--- src/rtl/hard_sector_tracker.sv ---
// rtl/hard_sector_tracker.sv - hard-sector hole interval classifier, track-mark detector and sector lock tracker
module hard_sector_tracker #(
  parameter int TIMER_WIDTH  = 16,
  parameter int SECTOR_WIDTH = 6,
  parameter int SYNC_STAGES  = 3
) (
  input  logic                    clock,
  input  logic                    reset,
  input  logic                    cke,
  input  logic                    index,
  input  logic [TIMER_WIDTH-1:0]  threshold,
  input  logic [SECTOR_WIDTH-1:0] sectors,
  output logic [TIMER_WIDTH-1:0]  interval,
  output logic                    interval_valid,
  output logic                    track_mark,
  output logic                    sector_pulse,
  output logic [SECTOR_WIDTH-1:0] sector_num,
  output logic                    locked,
  output logic                    lock_lost,
  output logic                    no_index
);

  typedef enum logic [1:0] {SEARCH = 2'd0, LOCKED = 2'd1, INDEX = 2'd2} state_t;

  localparam logic [TIMER_WIDTH-1:0]  TIMER_MAX  = '1;
  localparam logic [TIMER_WIDTH-1:0]  TIMER_ONE  = TIMER_WIDTH'(1);
  localparam logic [SECTOR_WIDTH-1:0] SECTOR_ONE = SECTOR_WIDTH'(1);

  logic [SYNC_STAGES-1:0]  sync_q;
  logic                    index_edge;
  logic                    measured;
  logic                    is_long;
  logic                    saturating;
  logic                    drop_lock;
  logic [TIMER_WIDTH-1:0]  timer;
  logic                    first_seen;
  logic [2:0]              history;
  logic [2:0]              history_next;
  logic [SECTOR_WIDTH-1:0] last_sector;
  logic [SECTOR_WIDTH-1:0] sector_num_next;
  logic                    track_mark_next;
  logic                    sector_pulse_next;
  logic                    locked_next;
  logic                    lock_lost_next;
  state_t                  state;
  state_t                  state_next;

  assign index_edge   = sync_q[SYNC_STAGES-2] & ~sync_q[SYNC_STAGES-1];
  assign measured     = index_edge & first_seen;
  // a saturated timer means a hole was missed, so it can never count as short
  assign is_long      = (timer == TIMER_MAX) || (timer > threshold);
  assign history_next = {history[1:0], is_long};
  assign saturating   = !index_edge && cke && (timer == TIMER_MAX - TIMER_ONE);
  assign last_sector  = sectors - SECTOR_ONE;

  always_ff @(posedge clock) begin
    if (!reset) begin
      state <= SEARCH;
    end else begin
      state <= state_next;
    end
  end

  always_comb begin
    state_next = state;
    drop_lock  = 1'b0;
    if (measured) begin
      case (state)
        SEARCH: begin
          if (history_next == 3'b100) state_next = LOCKED;
        end
        LOCKED: begin
          if (is_long && (sector_num < last_sector)) state_next = LOCKED;
          else if (!is_long && (sector_num == last_sector)) state_next = INDEX;
          else drop_lock = 1'b1;
        end
        INDEX: begin
          if (!is_long) state_next = LOCKED;
          else drop_lock = 1'b1;
        end
        default: drop_lock = 1'b1;
      endcase
    end else if (saturating && (state != SEARCH)) begin
      drop_lock = 1'b1;
    end
    if (drop_lock) state_next = SEARCH;
  end

  always_comb begin
    track_mark_next   = 1'b0;
    sector_pulse_next = 1'b0;
    lock_lost_next    = 1'b0;
    sector_num_next   = sector_num;
    locked_next       = locked;
    if (drop_lock) begin
      locked_next     = 1'b0;
      lock_lost_next  = 1'b1;
      sector_num_next = '0;
    end else if (measured && (state_next == LOCKED)) begin
      sector_pulse_next = 1'b1;
      locked_next       = 1'b1;
      if (state == LOCKED) begin
        sector_num_next = sector_num + SECTOR_ONE;
      end else begin
        sector_num_next = '0;
        track_mark_next = 1'b1;
      end
    end
  end

  always_ff @(posedge clock) begin
    if (!reset) begin
      sync_q         <= '0;
      timer          <= '0;
      first_seen     <= 1'b0;
      history        <= 3'b000;
      interval       <= '0;
      interval_valid <= 1'b0;
      track_mark     <= 1'b0;
      sector_pulse   <= 1'b0;
      sector_num     <= '0;
      locked         <= 1'b0;
      lock_lost      <= 1'b0;
      no_index       <= 1'b0;
    end else begin
      sync_q         <= {sync_q[SYNC_STAGES-2:0], index};
      interval_valid <= measured;
      track_mark     <= track_mark_next;
      sector_pulse   <= sector_pulse_next;
      sector_num     <= sector_num_next;
      locked         <= locked_next;
      lock_lost      <= lock_lost_next;
      if (index_edge) begin
        timer      <= '0;
        first_seen <= 1'b1;
        no_index   <= 1'b0;
        if (first_seen) begin
          interval <= timer;
          history  <= history_next;
        end
      end else if (cke && (timer != TIMER_MAX)) begin
        timer <= timer + TIMER_ONE;
        if (saturating) no_index <= 1'b1;
      end
    end
  end

endmodule

--- config.mk ---
export PLATFORM = sky130hd
export DESIGN_NAME = hard_sector_tracker
export DESIGN_NICKNAME = d
export VERILOG_FILES = /design/src/rtl/hard_sector_tracker.sv
export SDC_FILE = /design/constraint.sdc
export NUM_CORES = 1
export LEC_CHECK = 0
export BUFFER_PORTS_ARGS = -buffer_cell sky130_fd_sc_hd__buf_4
export CAP_MARGIN = 20
export CORE_MARGIN = 2
export CORE_UTILIZATION = 35
export CTS_BUF_LIST = sky130_fd_sc_hd__clkbuf_8
export DETAILED_ROUTE_END_ITERATION = 16
export PLACE_DENSITY = 0.58
export SLEW_MARGIN = 0
export SYNTH_ARGS = -nofsm -noshare
export SYNTH_HDL_FRONTEND = slang
export SYNTH_SLANG_ARGS = --single-unit
--- constraint.sdc ---
create_clock -name clock -period 3.4 [get_ports clock]
set_input_delay 0.68 -clock clock [delete_from_list [all_inputs] [get_ports clock]]
set_output_delay 0.68 -clock clock [all_outputs]
set_load 0.01 [all_outputs]
==> out/results.ini, run 1 <==
[sta]
fin_tns_setup_ns = 0
clock.fmax_ghz = 0.3400
drv_slew = 0
worstMarginPinSlew_ns = 0.7476
rsz0062_at_grt = false
min_period_ns = 2.941
finalSetupViolations = 0
max_slew_margin_pct = 48.87
fin_skew_ns = 0.01354
fin_crit_sh_pct = 86.50
hold_viol_final = 0

[layout]
final_cells = 490
antenna_cells = 0
drive_gt1_share_pct = 19.33
n_fill_cell = 782
multi_input_area_mm2 = 0.001618
syn_to_final_growth_pct = 21.47
regArea_mm2 = 0.001041
finish.utilization_pct = 44.06
final_nets = 439

[place]
port_buffers = 53
globalplace.congestion = 0.8090
place_inst = 482
place_hpwl_um = 4818

[power]
p_per_area_mw_per_mm2 = 329.9
p_int_mw = 0.8717
clkPwrFrac_pct = 37.0
p_seq_share_pct = 55.1
swShare_pct = 22.38
peakVddDrop_mv = 0.1766
p_sw_mw = 0.2514
cellLeakagePower_nw = 1.468
combPwrFrac_pct = 7.9

[setup_path]
critPathKind = input port to flip-flop
endpoint_kind = flip-flop
path_max_fanout = 6
path_cells = buf_4 -> or3_1 -> nor3_1 -> xnor2_1 -> ha_1 -> and4_1 -> nand3_1 -> o32a_2 -> nor3_2 -> o31ai_2 -> buf_4 -> nor3_1
crit_path_start_kind = input port
worstPathArrival_ns = 3.17
crit_required_ns = 3.63
max_stage_delay_ns = 0.40
crit_family = simple AND/OR/NAND/NOR gates
cp_num_buf_inv = 2
crit_path_top_delay_cell = or3_1

[drt]
routed_wl_um = 6338
routed_via_density = 5.055
firstDrtPassIters = 4
antenna_left = 0
drc = 0
drt_iter0_drc = 70
vias = 2477
drt-wirelength-per-cell_um = 12.93

[floorplan]
dieArea_mm2 = 0.008739
die_x_um = 93.49
fp.coreArea_mm2 = 0.007727
io_pins = 54
fp-row-count = 32
initial_core_util_pct = 36.27
die_h_um = 93.49

[clock_tree]
cts-resized-gates = 0
root_buffer = clkbuf_8
htree_levels = 2
tritoncts = built
clk_pin_slew_ns = 0.10
clock_path_buffers = 2
cts_buffers = 5
clock-sinks = 52
postCtsHoldBufs = 0
postCtsSetupBuffers = 0
clock_latency_ns = 0.31

[hold_path]
hp-class = flip-flop to flip-flop

[logic_synthesis]
synth.top_cell.area_share_pct = 37.14
synth_area_leader_cell = dfxtp_1
synth_xor_area_share_pct = 5.312
yosysSeqAreaShare_pct = 37.14
synth_mux_area_share_pct = 0
netlist_area_mm2 = 0.002803
synth_top_family_by_area = simple AND/OR/NAND/NOR gates
synth_compound_area_share_pct = 15.98
yosys_most_used_dff = dfxtp_1
synth_edf_count = 0
synthCells = 335
syn_nets = 387
synthSimpleGateAreaFrac_pct = 24.82
synth_fa_ha_area_share_pct = 11.61
synth_cell_types = 50
yosys-top-cells-area = dfxtp_1 (37%), ha_1 (12%), nand2_1 (7.2%)
ys_ff_latch = 52
synth.avg_cell_area_um2 = 8.366
async_flop_share_pct = 0
ys_warn_count = 0

[global_routing]
antenna_found_initial = 0
grt_max_degree = 23
grtUsageTotal_pct = 15.21
overflow = 0
grt_pass1_wl_um = 10650
grt_pass1_vias = 2273

[outcome]
status = completed

[run]
drv_cap = 0

placed cells by master, fill, tap and decap left out, drive strengths merged, types with 2 or more instances in the layout:
master	instances
a211oi	2
nand4	11
xor2	11
or2	2
a21o	4
ha	26
o211ai	3
nand2b	5
nor4	5
a31oi	2
nor3	6
inv	27
buf	55
nor2	25
nand3	7
clkbuf	5
a21oi	36
xnor2	6
a2111oi	2
and3	4
and2	4
nand2	54
dfxtp	52
or3	4
a41oi	2
nor2b	2
and4	2
o21ai	5
a311oi	5
layer usage:
metal | global-route usage, % | vias up | wire [um]
met5 | 0 | - | 0
met4 | 4.412 | 0 | 78
met3 | 3.143 | 6 | 307
met2 | 25.12 | 53 | 2987
met1 | 20.02 | 1142 | 2965
li1 | - | 1276 | -
power by group through the flow:
| stage | registers [mW] | logic, mW | clock network (mW) |
|---|---|---|---|
| after global routing | 0.620 | 0.101 | 0.452 |
| final | 0.619 | 0.0886 | 0.416 |
| after floorplan | 0.632 | 0.0524 | 0 |
| after CTS | 0.619 | 0.0910 | 0.430 |
| after global placement | 0.633 | 0.0886 | 0 |
| after detailed placement | 0.633 | 0.0904 | 0 |
path summary, 6_finish.rpt:
| kind | slack [ns] | to | from | cells past startpoint |
|---|---|---|---|---|
| setup / recovery | 0.46 | state[1] | sectors[1] | 12 |
| hold / removal | 0.45 | sync_q[1] | sync_q[0] | 1 |
| hold reg to reg | 0.45 | sync_q[1] | sync_q[0] | 1 |
| setup reg to reg | 0.65 | sector_pulse | timer[9] | 9 |
worst reg2reg max path, stage by stage, from the launching register on:
cell      delay [ns]
dfxtp_1         0.40
ha_1            0.34
nand4_1         0.18
nor4_2          0.43
nand2b_1        0.17
o211ai_2        0.15
o21a_1          0.23
o31ai_2         0.45
buf_4           0.24
a21oi_1         0.04
sequential cells by signal, indices dropped and copies added (netlist names):
| name | flops |
|---|---|
| track_mark | 1 |
| no_index | 1 |
| history | 2 |
| interval | 16 |
| first_seen | 1 |
| locked | 1 |
| sector_pulse | 1 |
| lock_lost | 1 |
| interval_valid | 1 |
| sector_num | 6 |
| state | 2 |
| timer | 16 |
| sync_q | 3 |
cells in the mapped netlist (2+ instances only):
| library cell | n |
|---|---|
| a31oi_1 | 2 |
| nand3_1 | 7 |
| a41oi_1 | 2 |
| clkbuf_1 | 8 |
| ha_1 | 26 |
| a311oi_1 | 5 |
| nand4_1 | 9 |
| nand2b_1 | 5 |
| xor2_1 | 11 |
| a21oi_1 | 36 |
| nor2_1 | 25 |
| and3_1 | 4 |
| xnor2_1 | 6 |
| a21o_1 | 4 |
| o21ai_0 | 5 |
| nor4_1 | 3 |
| a2111oi_0 | 2 |
| nor3_1 | 5 |
| dfxtp_1 | 52 |
| or3_1 | 4 |
| nor2b_1 | 2 |
| o211ai_1 | 2 |
| and2_1 | 4 |
| a211oi_1 | 2 |
| nand2_1 | 54 |
| inv_1 | 26 |
logic make-up (layout without fill, tap and decap cells):
group,Yosys count,after routing
xor gates and xnor gates,17,17
AOI/OAI and AO/OA,69,69
and+or+nand+nor,135,135
adders and majority gates,26,26
buffers and inverters,36,89
DFF,52,52
area by class of cell:
| type | count | area share [%] |
|---|---|---|
| multi-input combinational | 247 | 47.52 |
| sequential | 52 | 30.58 |
| clock inverter | 3 | 1.139 |
| timing repair buffer | 55 | 12.13 |
| tap | 102 | 3.749 |
| clock buffer | 5 | 2.021 |
| inverter | 26 | 2.867 |
through the flow:
step                hold slack [ns]  worst slack, ns  cell area [um^2]  power, mW
finish                       0.4535           0.4590              3405      1.123
global route                 0.4731           0.2862              3405      1.172
CTS                          0.4606           0.4402              3405      1.139
detailed placement           0.4283           0.1204              3297     0.7234
global placement             0.4295           0.1848              3297     0.7217
floorplan                    0.4118           0.4743              2803     0.6841
Power figures use the tool's default switching activity.
==> run 2, diff against run 1 <==
--- a/config.mk
+++ b/config.mk
@@ -7,6 +7,7 @@
 export LEC_CHECK = 0
 export BUFFER_PORTS_ARGS = -buffer_cell sky130_fd_sc_hd__buf_4
 export CAP_MARGIN = 20
+export CORE_ASPECT_RATIO = 1.5
 export CORE_MARGIN = 2
 export CORE_UTILIZATION = 35
 export CTS_BUF_LIST = sky130_fd_sc_hd__clkbuf_8
==> out/results.ini, run 2 (same netlist as run 1, synthesis figures left out) <==
[drt]
met2_length_um = 3664
wl_met3_um = 245
routed_via_density = 5.107
dr.max_layer_used = met4
wl_met1_um = 2841
antenna_left = 0
drt-wirelength-per-cell_um = 14.01
routed_wl_um = 6947
drt_iter0_drc = 96
firstDrtPassIters = 4
vias = 2533
drc = 0

[setup_path]
path_max_fanout = 9
worstPathArrival_ns = 3.17
rr_startpoint = timer[9]
crit_required_ns = 3.61
startpoint = sectors[1]
endpoint_kind = flip-flop
crit_path_start_kind = input port
critPathKind = input port to flip-flop

[clock_tree]
clock_path_buffers = 2
clock_latency_ns = 0.31
clk_pin_slew_ns = 0.09
postCtsSetupBuffers = 0
clock-sinks = 52
tritoncts = built
cts-resized-gates = 0
postCtsHoldBufs = 0
htree_levels = 2
cts_buffers = 5
root_buffer = clkbuf_8

[global_routing]
grt_pass1_vias = 2457
overflow = 0
antenna_found_initial = 0
grtUsageTotal_pct = 16.73
grt_pass1_wl_um = 11700
grt_max_degree = 23

[power]
swShare_pct = 22.36
clkPwrFrac_pct = 36.9
p_int_mw = 0.8717
combPwrFrac_pct = 7.9
p_seq_share_pct = 55.2
p_sw_mw = 0.2510
cellLeakagePower_nw = 1.482
p_per_area_mw_per_mm2 = 327.2
peakVddDrop_mv = 0.2216

[place]
globalplace.congestion = 0.8305
dpl_cell_area_mm2 = 0.003323
port_buffers = 53
place_hpwl_um = 5377

[floorplan]
io_pins = 54
die_x_um = 77.07
fp.coreArea_mm2 = 0.007908
initial_core_util_pct = 35.44
die_h_um = 113.6
fp-row-count = 40
dieArea_mm2 = 0.008754

[sta]
fin_crit_sh_pct = 87.00
worstMarginPinSlew_ns = 0.8654
max_slew_margin_pct = 40.82
drv_slew = 0
fin_tns_setup_ns = 0
fin_skew_ns = 0.008526
finalSetupViolations = 0
hold_ws_ns = 0.4386
clock.fmax_ghz = 0.3381
rsz0062_at_grt = false
min_period_ns = 2.958
hold_viol_final = 0

[hold_path]
hp-start = sync_q[0]
hp-class = flip-flop to flip-flop

[layout]
syn_to_final_growth_pct = 22.41
layout_commonest_cell = buf_4
n_fill_cell = 859
layout_common_cells = buf_4 (58), nand2_1 (54), dfxtp_1 (52)
reg.largest.list = interval x16, timer x16, sector_num x6
final_cell_area_mm2 = 0.003431
finish.utilization_pct = 43.39
antenna_cells = 0
final_nets = 442
drive_gt1_share_pct = 19.95

[outcome]
status = completed

[run]
drv_cap = 0

-- run 2: cell types whose count changed in the layout (fill, tap and decap cells not counted), sizes merged --
cell and delta:
buf +3
-- run 2: layout make-up --
type | count | area (um^2) | share of cell area [%]
well taps | 105 | 131.4 | 3.829
clock inverters | 3 | 38.79 | 1.131
flip-flops and latches | 52 | 1041 | 30.34
clock buffers | 5 | 68.82 | 2.006
inverters | 26 | 97.59 | 2.845
multi-input cells | 247 | 1618 | 47.16
repair buffers | 58 | 435.4 | 12.69
-- run 2: layer usage --
metal	up-vias	global-route usage [%]
li1	1275	-
met2	55	30.58
met5	-	0
met4	0	7.857
met3	10	3.244
met1	1193	18.53
-- run 2: per-stage QoR --
| step | total power, mW | cells | worst slack [ns] |
|---|---|---|---|
| 2_1_floorplan | 0.6841 | 335 | 0.4743 |
| 3_3_place_gp | 0.7215 | 488 | 0.2182 |
| 3_5_place_dp | 0.7235 | 488 | 0.1053 |
| 4_1_cts | 1.141 | 496 | 0.4254 |
| 5_1_grt | 1.171 | 496 | 0.1071 |
| 6_report | 1.123 | 496 | 0.4420 |
-- run 2: power by group through the flow --
| stage | clock [mW] | combinational (mW) | sequential [mW] |
|---|---|---|---|
| 2_1_floorplan | 0 | 0.0524 | 0.632 |
| 3_3_place_gp | 0 | 0.0883 | 0.633 |
| 3_5_place_dp | 0 | 0.0901 | 0.633 |
| 4_1_cts | 0.431 | 0.0907 | 0.619 |
| 5_1_grt | 0.448 | 0.102 | 0.621 |
| 6_report | 0.414 | 0.0890 | 0.619 |
-- run 2: path summary, 6_finish.rpt --
kind              slack (ns)  depth (start not counted)             to
hold / removal          0.44                          1      sync_q[1]
hold reg to reg         0.44                          1      sync_q[1]
setup reg to reg        0.75                          9         locked
setup / recovery        0.44                         12  sector_num[5]
-- run 2: critical path, cell delays in order --
cell	delay, ns
buf_4	0.11
or3_1	0.39
nor3_1	0.19
xnor2_1	0.10
ha_1	0.29
and4_1	0.23
nand3_1	0.09
o32a_2	0.33
nor3_2	0.23
o31ai_2	0.11
buf_4	0.18
a311oi_1	0.23
